===== config.mk =====
export PLATFORM = sky130hd
export DESIGN_NAME = clap_decoder
export DESIGN_NICKNAME = d
export VERILOG_FILES = /design/src/rtl/sensor_pkg.sv /design/src/rtl/debounce_filter.sv /design/src/rtl/clap_decoder.sv
export SDC_FILE = /design/constraint.sdc
export NUM_CORES = 1
export LEC_CHECK = 0
export BUFFER_PORTS_ARGS = -buffer_cell sky130_fd_sc_hd__buf_2
export CAP_MARGIN = 20
export CORE_UTILIZATION = 31
export CTS_CLUSTER_DIAMETER = 80
export DETAILED_ROUTE_END_ITERATION = 10
export PLACE_DENSITY_LB_ADDON = 0.08
export SYNTH_ARGS = -nofsm -noshare
export SYNTH_HDL_FRONTEND = slang
export SYNTH_SLANG_ARGS = --single-unit

===== constraint.sdc =====
create_clock -name clk -period 4.5 [get_ports clk]
set_clock_uncertainty 0.1 [all_clocks]
set_input_delay 0.675 -clock clk [delete_from_list [all_inputs] [get_ports clk]]
set_output_delay 0.675 -clock clk [all_outputs]
set_load 0.02 [all_outputs]

===== src/rtl/sensor_pkg.sv =====
// Shared definitions for the sensor front ends: clap-burst state encoding and
// clap-count width, also used by the buzzer responder and the pet state logic.
package sensor_pkg;

   localparam int unsigned CLAP_W   = 3;
   localparam int unsigned CLAP_MAX = 7;

   typedef enum logic [1:0] {
      IDLE    = 2'd0,
      COUNT   = 2'd1,
      LOCKOUT = 2'd2
   } clap_state_e;

endpackage


===== src/rtl/debounce_filter.sv =====
// Two-flop synchronizer plus stability counter: the filtered level follows the
// input only after it has differed for DEB_CYCLES consecutive cycles.
module debounce_filter #(
   parameter int unsigned DEB_CYCLES = 1_000_000
) (
   input  logic clk,
   input  logic rst,
   input  logic din,
   output logic level,
   output logic rise_c
);

   localparam int unsigned CNT_W = (DEB_CYCLES > 1) ? $clog2(DEB_CYCLES) : 1;
   localparam logic [CNT_W-1:0] CNT_TERM = CNT_W'(DEB_CYCLES - 1);

   logic [1:0]       sync;
   logic [CNT_W-1:0] cnt;
   logic             din_s;
   logic             term_c;

   assign din_s = sync[1];

   // term_c marks the edge at which the filtered level flips
   always_comb begin
      term_c = (din_s != level) && (cnt == CNT_TERM);
      rise_c = term_c && din_s;
   end

   always_ff @(posedge clk or negedge rst) begin
      if (!rst) begin
         sync  <= 2'b00;
         cnt   <= '0;
         level <= 1'b0;
      end else begin
         sync <= {sync[0], din};
         if (term_c) begin
            level <= din_s;
            cnt   <= '0;
         end else if (din_s != level) begin
            cnt <= cnt + CNT_W'(1);
         end else begin
            cnt <= '0;
         end
      end
   end

endmodule


===== src/rtl/clap_decoder.sv =====
// Clap-burst decoder: counts filtered mic rising edges in a burst, reports the
// count after a silent gap, then ignores claps for a lockout period.
module clap_decoder
   import sensor_pkg::*;
#(
   parameter int unsigned DEB_CYCLES     = 1_000_000,
   parameter int unsigned GAP_CYCLES     = 30_000_000,
   parameter int unsigned LOCKOUT_CYCLES = 50_000_000
) (
   input  logic              clk,
   input  logic              rst,
   input  logic              mic,
   input  logic              en,
   output logic              clap_pulse,
   output logic [CLAP_W-1:0] clap_count,
   output logic              count_valid,
   output logic              busy
);

   localparam int unsigned TIM_MAX = (GAP_CYCLES > LOCKOUT_CYCLES) ? GAP_CYCLES : LOCKOUT_CYCLES;
   localparam int unsigned TIM_W   = (TIM_MAX > 1) ? $clog2(TIM_MAX) : 1;
   localparam logic [TIM_W-1:0] GAP_TERM  = TIM_W'(GAP_CYCLES - 1);
   localparam logic [TIM_W-1:0] LOCK_TERM = TIM_W'(LOCKOUT_CYCLES - 1);
   localparam logic [CLAP_W-1:0] CNT_SAT  = CLAP_W'(CLAP_MAX);

   clap_state_e       state, state_nx;
   logic [CLAP_W-1:0] count, count_nx;
   logic [TIM_W-1:0]  timer, timer_nx;
   logic [CLAP_W-1:0] clap_count_nx;
   logic              count_valid_nx;
   logic              clap_pulse_nx;
   logic              busy_nx;
   logic              mic_f;
   logic              rise_c;
   logic              clap_c;

   debounce_filter #(
      .DEB_CYCLES(DEB_CYCLES)
   ) u_filter (
      .clk    (clk),
      .rst    (rst),
      .din    (mic),
      .level  (mic_f),
      .rise_c (rise_c)
   );

   // Accepted clap: filtered level about to rise, decoder enabled, not locked out
   always_comb begin
      clap_c = rise_c && !mic_f && en && (state != LOCKOUT);
   end

   always_ff @(posedge clk or negedge rst) begin
      if (!rst) begin
         state       <= IDLE;
         count       <= '0;
         timer       <= '0;
         clap_count  <= '0;
         count_valid <= 1'b0;
         clap_pulse  <= 1'b0;
         busy        <= 1'b0;
      end else begin
         state       <= state_nx;
         count       <= count_nx;
         timer       <= timer_nx;
         clap_count  <= clap_count_nx;
         count_valid <= count_valid_nx;
         clap_pulse  <= clap_pulse_nx;
         busy        <= busy_nx;
      end
   end

   always_comb begin
      state_nx       = state;
      count_nx       = count;
      timer_nx       = timer;
      clap_count_nx  = clap_count;
      count_valid_nx = 1'b0;
      clap_pulse_nx  = clap_c;

      if (!en) begin
         state_nx = IDLE;
         count_nx = '0;
         timer_nx = '0;
      end else begin
         unique case (state)
            IDLE: begin
               if (clap_c) begin
                  state_nx = COUNT;
                  count_nx = CLAP_W'(1);
                  timer_nx = '0;
               end
            end
            COUNT: begin
               // a clap on the terminal cycle extends the burst instead of reporting
               if (clap_c) begin
                  count_nx = (count == CNT_SAT) ? count : count + CLAP_W'(1);
                  timer_nx = '0;
               end else if (timer == GAP_TERM) begin
                  clap_count_nx  = count;
                  count_valid_nx = 1'b1;
                  timer_nx       = '0;
                  state_nx       = LOCKOUT;
               end else begin
                  timer_nx = timer + TIM_W'(1);
               end
            end
            LOCKOUT: begin
               if (timer == LOCK_TERM) begin
                  timer_nx = '0;
                  state_nx = IDLE;
               end else begin
                  timer_nx = timer + TIM_W'(1);
               end
            end
            default: begin
               state_nx = IDLE;
               count_nx = '0;
               timer_nx = '0;
            end
         endcase
      end

      busy_nx = (state_nx != IDLE);
   end

endmodule


==> metrics.csv, run 1 <==
stage,metric,value,unit
cells_and_area,drive_above_1_share,0.107,
pwr,power_frac_clock,0.510,
floorplan,fp.dieW,105,µm
sta,fmax,295,MHz
setup_path,cp-endpoint,timer[22],
clocking,htree_num_levels,3,
floorplan,placementRows,37,
drt,drtIter0Drc,80,
sta,maxSlewViolCount,0,
synth,yosys_warnings,0,
sta,rsz0062_at_grt,false,
clocking,cts_resized,0,
sta,fin_crit,3390,ps
synth,synth_area_leaders,"dfrtp_1, nand3_1, nand2_1",
global_routing,grt_start_max_net_pins,35,
sta,worst_slew_pin_slew,958,ps
sta,setup_viol,0,
drt,routed-via-count,2607,
setup_path,r2r_end,timer[22],
floorplan,coreArea,0.0103,mm²
pwr,p_total,1180,µW
pwr,vdd_drop_max,0.143,mV
synth,ys_seq_area_frac,0.454,
clocking,cts_setup_buffers,0,
synth,yosysMostFrequentCell,dfrtp_1,
drt,vias_per_cell,5.12,
synth,synthCells,361,
run_status,status,"finished, final reports clean",
setup_path,cpPeakStageDelay,790,ps
synth,synth_area_leader_cell,dfrtp_1,
hold_path,hp-class,in -> async,
pwr,p_leak,0.00159,µW
cells_and_area,nNetsFinal,381,
setup_path,ff2ff_setup_slack,1110,ps
setup_path,critPathCaptureType,register,
setup_path,critPathLaunchType,register,
clocking,tritoncts,built,
synth,synth_area,0.00330,mm²
clocking,clock_sinks,60,
drt,drt-total-wl,7.83,mm
setup_path,reg2reg_depth,8,
clocking,cts_buffers,9,
global_routing,grt_use_total,0.155,
drt,ant_nets,0,
synth,synth_top_area_frac,0.454,
setup_path,r2r_start,state[0],
sta,slew_headroom,0.356,
synth,synth_top_flop_cell,dfrtp_1,
drt,wl_per_cell,15.4,µm
global_routing,antenna_found_initial,0,
global_routing,overflow,0,
setup_path,critPathMaxFanout,17,
pwr,intPower,928,µW
synth,async_flop_share,1.00,
sta,finalCritPeriodShare,0.753,
run,maxCapViolCount,0,
synth,netlist_top_cells_count,"dfrtp_1, nand2_1, nor2_1",
pwr,p_seq_frac,0.462,
setup_path,cpMaxStageDelayCell,nor4_1,
floorplan,die_y,105,µm
drt,drc,0,
place,numPortBuffers,9,
setup_path,crit_path_start,state[0],
global_routing,grt_pass1_vias,2632,
place,detailed_place_hpwl,5.44,mm
floorplan,fp.dieArea,0.0111,mm²
place,gp_congestion,0.752,
synth,synth.avg_cell_area,9.15,µm²
cells_and_area,area_growth,12.5,%
pwr,p_sw_frac,0.213,
sta,hold_violations,0,
pwr,comb_power_share,0.028,
sta,whs,236,ps
global_routing,grt_pass1_wl,13.5,mm
setup_path,arrival,3520,ps
synth,yosys.cell_types.count,50,
clocking,clock_path_buffers,2,
clocking,hold_buffers,0,
floorplan,start_util,0.320,
setup_path,path_class,reg -> reg,
pwr,powerDensity,317,mW/mm²
drt,first_pass_iters,4,
clocking,path_clk_slew,70,ps
floorplan,ios,10,
sta,fin_setup_tns,0,ps
setup_path,worstPathCellList,inv_1 -> ha_1 -> nand4bb_1 -> nor4_1 -> o2bb2a_1 -> a32o_1 -> and2_4 -> a221o_1,
synth,ys_ff_latch,60,
clocking,clock_latency,350,ps
setup_path,required,4630,ps
pwr,p_sw,251,µW
cells_and_area,diodes,0,
synth,synth_nets,373,
synth,synth_edf_count,0,
clocking,clockRootBuffer,clkbuf_8,
worst max-delay path: cells and delay by family, from the launching register on:
family | cells | cell delay [ps]
and+or+nand+nor | 3 | 1430
buffers and inverters | 1 | 80
adders and majority gates | 1 | 240
AOI/OAI and AO/OA | 3 | 1030
DFF | 1 | 400
through the flow:
step                      setup WS, ps  cells  utilization  cell area [µm²]
final                             1110    509        0.360             3720
after global placement            1100    494        0.337             3480
after global routing               880    509        0.360             3720
after detailed placement          1070    494        0.337             3480
after CTS                         1100    509        0.360             3720
after floorplan                   1630    361            -             3300
final cells by class:
cell class / instances / area [µm²]
repair buffers: 12 / 67.6
well taps: 136 / 170
fillers: 1069 / 6610
clock inverters: 5 / 100
inverters: 11 / 41.3
flip-flops and latches: 60 / 1500
multi-input cells: 275 / 1700
clock buffers: 10 / 138
cells by family (layout without fill, tap and decap cells):
family / count (synthesis) / after routing / share of synthesized area
AO/OA/AOI/OAI: 54 / 54 / 0.117
XOR/XNOR: 19 / 19 / 0.0504
adder cells (fa/ha/maj): 8 / 8 / 0.0303
buffers and inverters: 26 / 38 / 0.0348
flip-flops: 60 / 60 / 0.454
multiplexers: 4 / 4 / 0.0136
AND/OR/NAND/NOR: 190 / 190 / 0.300
power groups by stage:
stage / Sequential, µW / Clock, µW / Combinational [µW]
after floorplan: 555 / 0 / 15.8
after global placement: 555 / 0 / 35.0
after detailed placement: 555 / 0 / 35.2
after CTS: 545 / 625 / 35.4
after global routing: 545 / 641 / 39.8
final: 545 / 601 / 33.3
layout by cell type, fill, tap and decap left out, drive strengths merged, types with 4 or more instances in the layout:
| cell type | n |
|---|---|
| nand2 | 45 |
| buf | 12 |
| and3 | 5 |
| o211ai | 8 |
| a21o | 6 |
| or4 | 6 |
| and2 | 7 |
| xor2 | 11 |
| nand3 | 35 |
| ha | 8 |
| clkbuf | 10 |
| nor4 | 7 |
| dfrtp | 60 |
| inv | 11 |
| nor3 | 9 |
| xnor2 | 8 |
| nor2 | 38 |
| a22o | 7 |
| or3 | 6 |
| mux2 | 4 |
| nand4 | 9 |
| o21ai | 8 |
| nand2b | 6 |
| or2 | 5 |
| a21oi | 9 |
registers in the layout, indices dropped and copies added (netlist names), 2 cells and up:
register / count
u_filter.sync: 2
state: 2
count: 3
timer: 26
clap_count: 3
u_filter.cnt: 20
routing by layer:
layer	track usage	vias to the layer above	wire length, µm
li1	-	1307	-
met1	0.202	1266	3970
met2	0.251	24	3590
met3	0.0322	10	144
met4	0.0584	0	116
met5	0	-	0
worst min path at each step:
stage / depth (start not counted) / endpoint
finish: 1 / count[2]
global route: 0 / u_filter.sync[1]
CTS: 1 / count[2]
detailed placement: 0 / u_filter.sync[1]
global placement: 0 / u_filter.sync[1]
floorplan: 0 / u_filter.sync[1]
Power figures use the tool's default switching activity.
==> run 2, diff against run 1 <==
Clock period 4.5 ns to 2.9 ns, I/O delays scaled along.
==> run 2 against run 1 <==
- sequential share of layout area decreased by 1.6 points
- clock-buffer cell count increased by 3
- wire length increased by 1.4%
- highest routed layer unchanged
- global-route usage increased by 0.36 points
- worst setup slack got worse by 990 ps
- via count increased by 3.3%
- clock power increased by 38%
- critical path type unchanged
==> metrics.csv, run 2 (same netlist as run 1, synthesis figures left out) <==
stage,metric,value,unit
drt,ant_nets,0,
sta,fmax,360,MHz
place,detailed_place_hpwl,5.56,mm
setup_path,crit_path_start,u_filter.cnt[8],
sta,setup_viol,0,
setup_path,critPathLaunchType,register,
global_routing,grt_pass1_vias,2605,
setup_path,critPathMaxFanout,4,
cells_and_area,fin_util,0.375,
floorplan,ios,10,
setup_path,r2r_end,clap_count[0],
setup_path,critPathCaptureType,register,
cells_and_area,final_common_cell,dfrtp_1,
drt,wl_per_cell,15.0,µm
cells_and_area,final_cell_mix,"dfrtp_1, nand2_1, nor2_1",
floorplan,die_y,105,µm
pwr,p_leak,0.00169,µW
setup_path,required,3030,ps
cells_and_area,diodes,0,
sta,maxSlewViolCount,0,
floorplan,fp.dieArea,0.0111,mm²
global_routing,grt_pass1_wl,13.6,mm
setup_path,reg2reg_depth,7,
floorplan,placementRows,37,
global_routing,overflow,0,
pwr,p_seq_frac,0.487,
place,gp_congestion,0.759,
global_routing,grt_use_total,0.158,
cells_and_area,nNetsFinal,399,
global_routing,antenna_found_initial,0,
sta,whs,69.9,ps
sta,finalCritPeriodShare,0.959,
setup_path,cpMaxStageDelayCell,or4_1,
pwr,power_frac_clock,0.479,
clocking,clock_path_buffers,2,
pwr,intPower,1350,µW
pwr,p_sw_frac,0.224,
setup_path,worstPathCellList,or4b_1 -> or4_1 -> nor4_4 -> buf_4 -> nor3b_1 -> nand2_2 -> mux2_2,
pwr,p_total,1740,µW
setup_path,r2r_start,u_filter.cnt[8],
clocking,htree_num_levels,3,
pwr,powerDensity,449,mW/mm²
cells_and_area,design_area,0.00387,mm²
hold_path,hp-class,in -> async,
setup_path,cpPeakStageDelay,590,ps
clocking,tritoncts,built,
pwr,p_sw,389,µW
cells_and_area,largest_reg_flops,26,
place,dpl-instance-area,0.00363,mm²
cells_and_area,largestRegisters,"timer (26), u_filter.cnt (20)",
drt,drt-total-wl,7.94,mm
drt,drtIter0Drc,108,
sta,hold_violations,0,
clocking,clock_latency,350,ps
run_status,status,"finished, final reports clean",
sta,slew_headroom,0.474,
global_routing,grt_start_max_net_pins,36,
pwr,vdd_drop_max,0.233,mV
drt,routed-via-count,2692,
cells_and_area,area_growth,17.1,%
drt,first_pass_iters,4,
setup_path,arrival,2910,ps
drt,drc,0,
drt,vias_per_cell,5.10,
setup_path,crit_buf_inv,1,
place,numPortBuffers,9,
clocking,clock_sinks,60,
sta,fin_setup_tns,0,ps
clocking,clockRootBuffer,clkbuf_8,
floorplan,coreArea,0.0103,mm²
run,maxCapViolCount,0,
clocking,cts_setup_buffers,0,
cells_and_area,drive_above_1_share,0.163,
cells_and_area,largest-register,timer,
setup_path,path_class,reg -> reg,
clocking,cts_buffers,9,
sta,worst_slew_pin_slew,789,ps
setup_path,ff2ff_setup_slack,120,ps
setup_path,crit_family,simple AND/OR/NAND/NOR gates,
floorplan,fp.dieW,105,µm
pwr,comb_power_share,0.034,
floorplan,start_util,0.320,
sta,fin_crit,2780,ps
clocking,path_clk_slew,70,ps
## run 2: cell types whose count changed in the layout (fill, tap and decap cells not counted), moves of 2 or more
cell       before  now
buf_4           3   20
nand2_2         0    2
nand2_1        45   43
bufinv_16       3    1
clkbuf_8       10   13
nor4_1          6    4
nor4_2          0    2
## run 2: routing by layer
metal | GRT usage | routed length [µm] | vias up
met5 | 0 | 0 | -
met4 | 0.0634 | 136 | 0
met3 | 0.0390 | 162 | 12
met2 | 0.250 | 3760 | 17
met1 | 0.208 | 3880 | 1314
li1 | - | - | 1349
## run 2: what timing repair did
| item | CTS | global route |
|---|---|---|
| gates resized for setup | 0 | 6 |
| setup endpoints to repair | 0 | 16 |
| hold buffers | 0 | 0 |
## run 2: per-stage QoR
| step | setup slack (ps) | std cells |
|---|---|---|
| finish | 120 | 528 |
| global route | -4.49 | 528 |
| CTS | 38.3 | 528 |
| detailed placement | 56.2 | 512 |
| global placement | 83.4 | 512 |
| floorplan | 28.3 | 361 |
## run 2: cell type report
class,instances,area [µm²]
clock buffer,13,179
clock inverter,3,42.5
fill,1091,6450
inverter,11,41.3
multi-input combinational,275,1720
sequential,60,1500
tap,136,170
timing repair buffer,30,215
## run 2: worst max-delay path by stage
stage | end | slack (ps) | cells past startpoint
after CTS | timer[6] | 40 | 7
after detailed placement | timer[6] | 60 | 7
final | clap_count[0] | 120 | 7
after floorplan | timer[22] | 30 | 8
after global routing | clap_count[1] | -4 | 7
after global placement | timer[6] | 80 | 7
## run 2: power by group through the flow
stage          clock network [µW]  logic, µW  registers, µW
6_report                      832       58.6            845
5_1_grt                       903       67.8            845
4_1_cts                       863       61.0            845
3_5_place_dp                    0       60.6            861
3_3_place_gp                    0       61.0            861
2_1_floorplan                   0       24.5            861
==> run 3, diff against run 2 <==
Settings changed: ABC_AREA from default to 1, REMOVE_ABC_BUFFERS from default to 1.
==> run 3 against run 2 <==
- the flow now finishes with violations (DRC)
- cell count grew 33%
- register-to-register slack gained 560 ps
- global-route usage shrank 0.075 points
- non-clock buffer count shrank 15
- sequential cell count is the same
- area after synthesis grew 12%
- sequential share of layout area shrank 3.6 points
- combinational power grew 20%
- critical path depth grew 4
- worst hold slack gained 34 ps
- clock power grew 41%
- worst setup slack gained 560 ps
- critical path type unchanged
- largest cell class unchanged
- largest power group is now the clock network
==> metrics.csv, run 3 <==
stage,metric,value,unit
synth,synth_area_leader_cell,dfrtp_1,
setup_path,cpPeakStageDelay,420,ps
hold_path,hold_start,mic,
cells_and_area,final_cell_mix,"nand2_1, inv_1, nor2_1",
synth,synth_edf_count,0,
synth,netlist_top_cells_count,"nand2_1, inv_1, nor2_1",
synth,synth.avg_cell_area,6.94,µm²
cells_and_area,nNetsFinal,568,
floorplan,fp.dieArea,0.0124,mm²
clocking,clock_sinks,60,
clocking,htree_num_levels,3,
setup_path,worstPathCellList,ha_1 -> nand2_1 -> inv_1 -> nand3_1 -> nor2_1 -> nand2_1 -> nand2_1 -> nand2_4 -> a21oi_4 -> buf_4 -> nor2_2,
setup_path,critPathCaptureType,register,
global_routing,grt_pass1_wl,15.4,mm
run,maxCapViolCount,0,
clocking,cts_setup_buffers,0,
drt,drt-total-wl,8.95,mm
run_status,status,"complete, but fails checks",
clocking,tritoncts,built,
place,dpl-instance-area,0.00394,mm²
pwr,intPower,1640,µW
synth,synth_area,0.00371,mm²
pwr,comb_power_share,0.034,
synth,synth_top_area_frac,0.404,
pwr,p_sw_frac,0.217,
cells_and_area,n_fill_cell,1228,
place,gp_congestion,0.854,
run_status,violations,DRC,
cells_and_area,largest-register,timer,
global_routing,grt_pass1_vias,3188,
cells_and_area,drive_above_1_share,0.118,
cells_and_area,final_cells,704,
drt,ant_nets,0,
synth,yosys.cell_types.count,34,
drt,wl_met1,4.29,mm
sta,slew_headroom,0.676,
setup_path,crit_top_cell,nand2_1,
cells_and_area,largest_reg_flops,26,
drt,drc,4,
pwr,p_leak,0.00207,µW
hold_path,min_path_cells,1,
global_routing,overflow,0,
sta,fin_crit,2220,ps
setup_path,path_class,reg -> reg,
cells_and_area,final_common_cell,nand2_1,
place,detailed_place_hpwl,6.78,mm
drt,first_pass_iters,7,
cells_and_area,design_area,0.00427,mm²
sta,fin_setup_tns,0,ps
hold_path,hold_path_end,u_filter.sync[0],
clocking,clock_path_buffers,2,
floorplan,placementRows,39,
drt,wl_per_cell,12.7,µm
clocking,cts_resized,0,
sta,hold_violations,0,
place,place_inst,687,
setup_path,critPathLaunchType,register,
floorplan,coreArea,0.0116,mm²
setup_path,required,3030,ps
synth,synth_top_flop_cell,dfrtp_1,
clocking,hold_buffers,1,
setup_path,reg2reg_depth,11,
drt,routed-via-count,3248,
global_routing,antenna_found_initial,0,
floorplan,ios,10,
floorplan,start_util,0.321,
sta,fmax,450,MHz
sta,finalCritPeriodShare,0.767,
synth,synthCells,535,
setup_path,critPathMaxFanout,12,
setup_path,r2r_end,timer[18],
pwr,p_seq_frac,0.406,
clocking,cts_buffers,9,
synth,synth_area_leaders,"dfrtp_1, nand2_1, inv_1",
pwr,p_sw,455,µW
global_routing,grt_use_total,0.158,
cells_and_area,area_growth,14.9,%
place,numPortBuffers,9,
clocking,clock_latency,340,ps
clocking,clockRootBuffer,clkbuf_16,
setup_path,arrival,2350,ps
setup_path,ff2ff_setup_slack,680,ps
pwr,vdd_drop_max,0.254,mV
setup_path,r2r_start,timer[0],
cells_and_area,diodes,0,
drt,met2_wirelength,4.22,mm
drt,top_layer,met4,
synth,yosys_warnings,0,
sta,worst_slew_pin_slew,482,ps
setup_path,cpMaxStageDelayCell,dfrtp_1,
drt,vias_per_cell,4.61,
sta,maxSlewViolCount,0,
drt,wl_met3,272,µm
global_routing,grt_start_max_net_pins,46,
sta,rsz0062_at_grt,false,
cells_and_area,largestRegisters,"timer (26), u_filter.cnt (20)",
sta,whs,104,ps
drt,drtIter0Drc,160,
synth,yosysMostFrequentCell,nand2_1,
pwr,powerDensity,490,mW/mm²
hold_path,hp-class,in -> reg,
cells_and_area,fin_util,0.369,
pwr,power_frac_clock,0.561,
clocking,path_clk_slew,60,ps
floorplan,die_y,111,µm
synth,ys_ff_latch,60,
synth,async_flop_share,1.00,
synth,ys_seq_area_frac,0.404,
sta,setup_viol,0,
floorplan,fp.dieW,111,µm
[run 3: layout make-up]
type                       instances  area [µm²]  share of cell area
timing repair buffer              15        92.6              0.0217
sequential                        60        1500               0.352
tap                              143         179              0.0419
multi-input combinational        386        1860               0.435
inverter                          84         318              0.0745
clock inverter                     4        72.6              0.0170
clock buffer                      12         246              0.0578
[run 3: worst max-delay path by stage]
stage / to / cells past startpoint / start / slack, ps
after floorplan: timer[0] / 8 / state[0] / 790
after global placement: timer[21] / 9 / state[0] / 690
after detailed placement: timer[18] / 9 / state[0] / 630
after CTS: timer[18] / 9 / state[0] / 630
after global routing: timer[18] / 11 / timer[0] / 430
final: timer[18] / 11 / timer[0] / 680
[run 3: through the flow]
stage               worst slack (ps)  power (µW)
global placement                 686         934
CTS                              627        2130
detailed placement               626         935
floorplan                        790         896
finish                           676        2090
global route                     427        2160
[run 3: power by group through the flow]
stage	registers (µW)	logic (µW)	clock network, µW
finish	849	70.1	1170
global route	849	80.3	1230
CTS	849	72.7	1210
detailed placement	863	71.5	0
global placement	863	70.9	0
floorplan	862	33.2	0
[run 3: kinds of logic (layout without fill, tap and decap cells)]
| kind of cell | Yosys count | in the layout | share of synthesized area |
|---|---|---|---|
| fa+ha+maj | 8 | 8 | 0.0270 |
| buf+inv | 89 | 115 | 0.0954 |
| simple gates | 343 | 343 | 0.414 |
| compound gates | 28 | 28 | 0.0425 |
| xor+xnor | 7 | 7 | 0.0165 |
| flops | 60 | 60 | 0.404 |
[run 3: critical path, delay by kind of cell (launching register included)]
| family | cells | cell delay [ps] |
|---|---|---|
| AOI/OAI and AO/OA | 1 | 390 |
| adders and majority gates | 1 | 190 |
| buffers and inverters | 2 | 360 |
| DFF | 1 | 420 |
| and+or+nand+nor | 7 | 650 |
[run 3: metal layers]
metal / vias up / GRT usage
met4: 0 / 0.0595
li1: 1721 / -
met5: - / 0
met3: 16 / 0.0386
met1: 1476 / 0.190
met2: 35 / 0.271
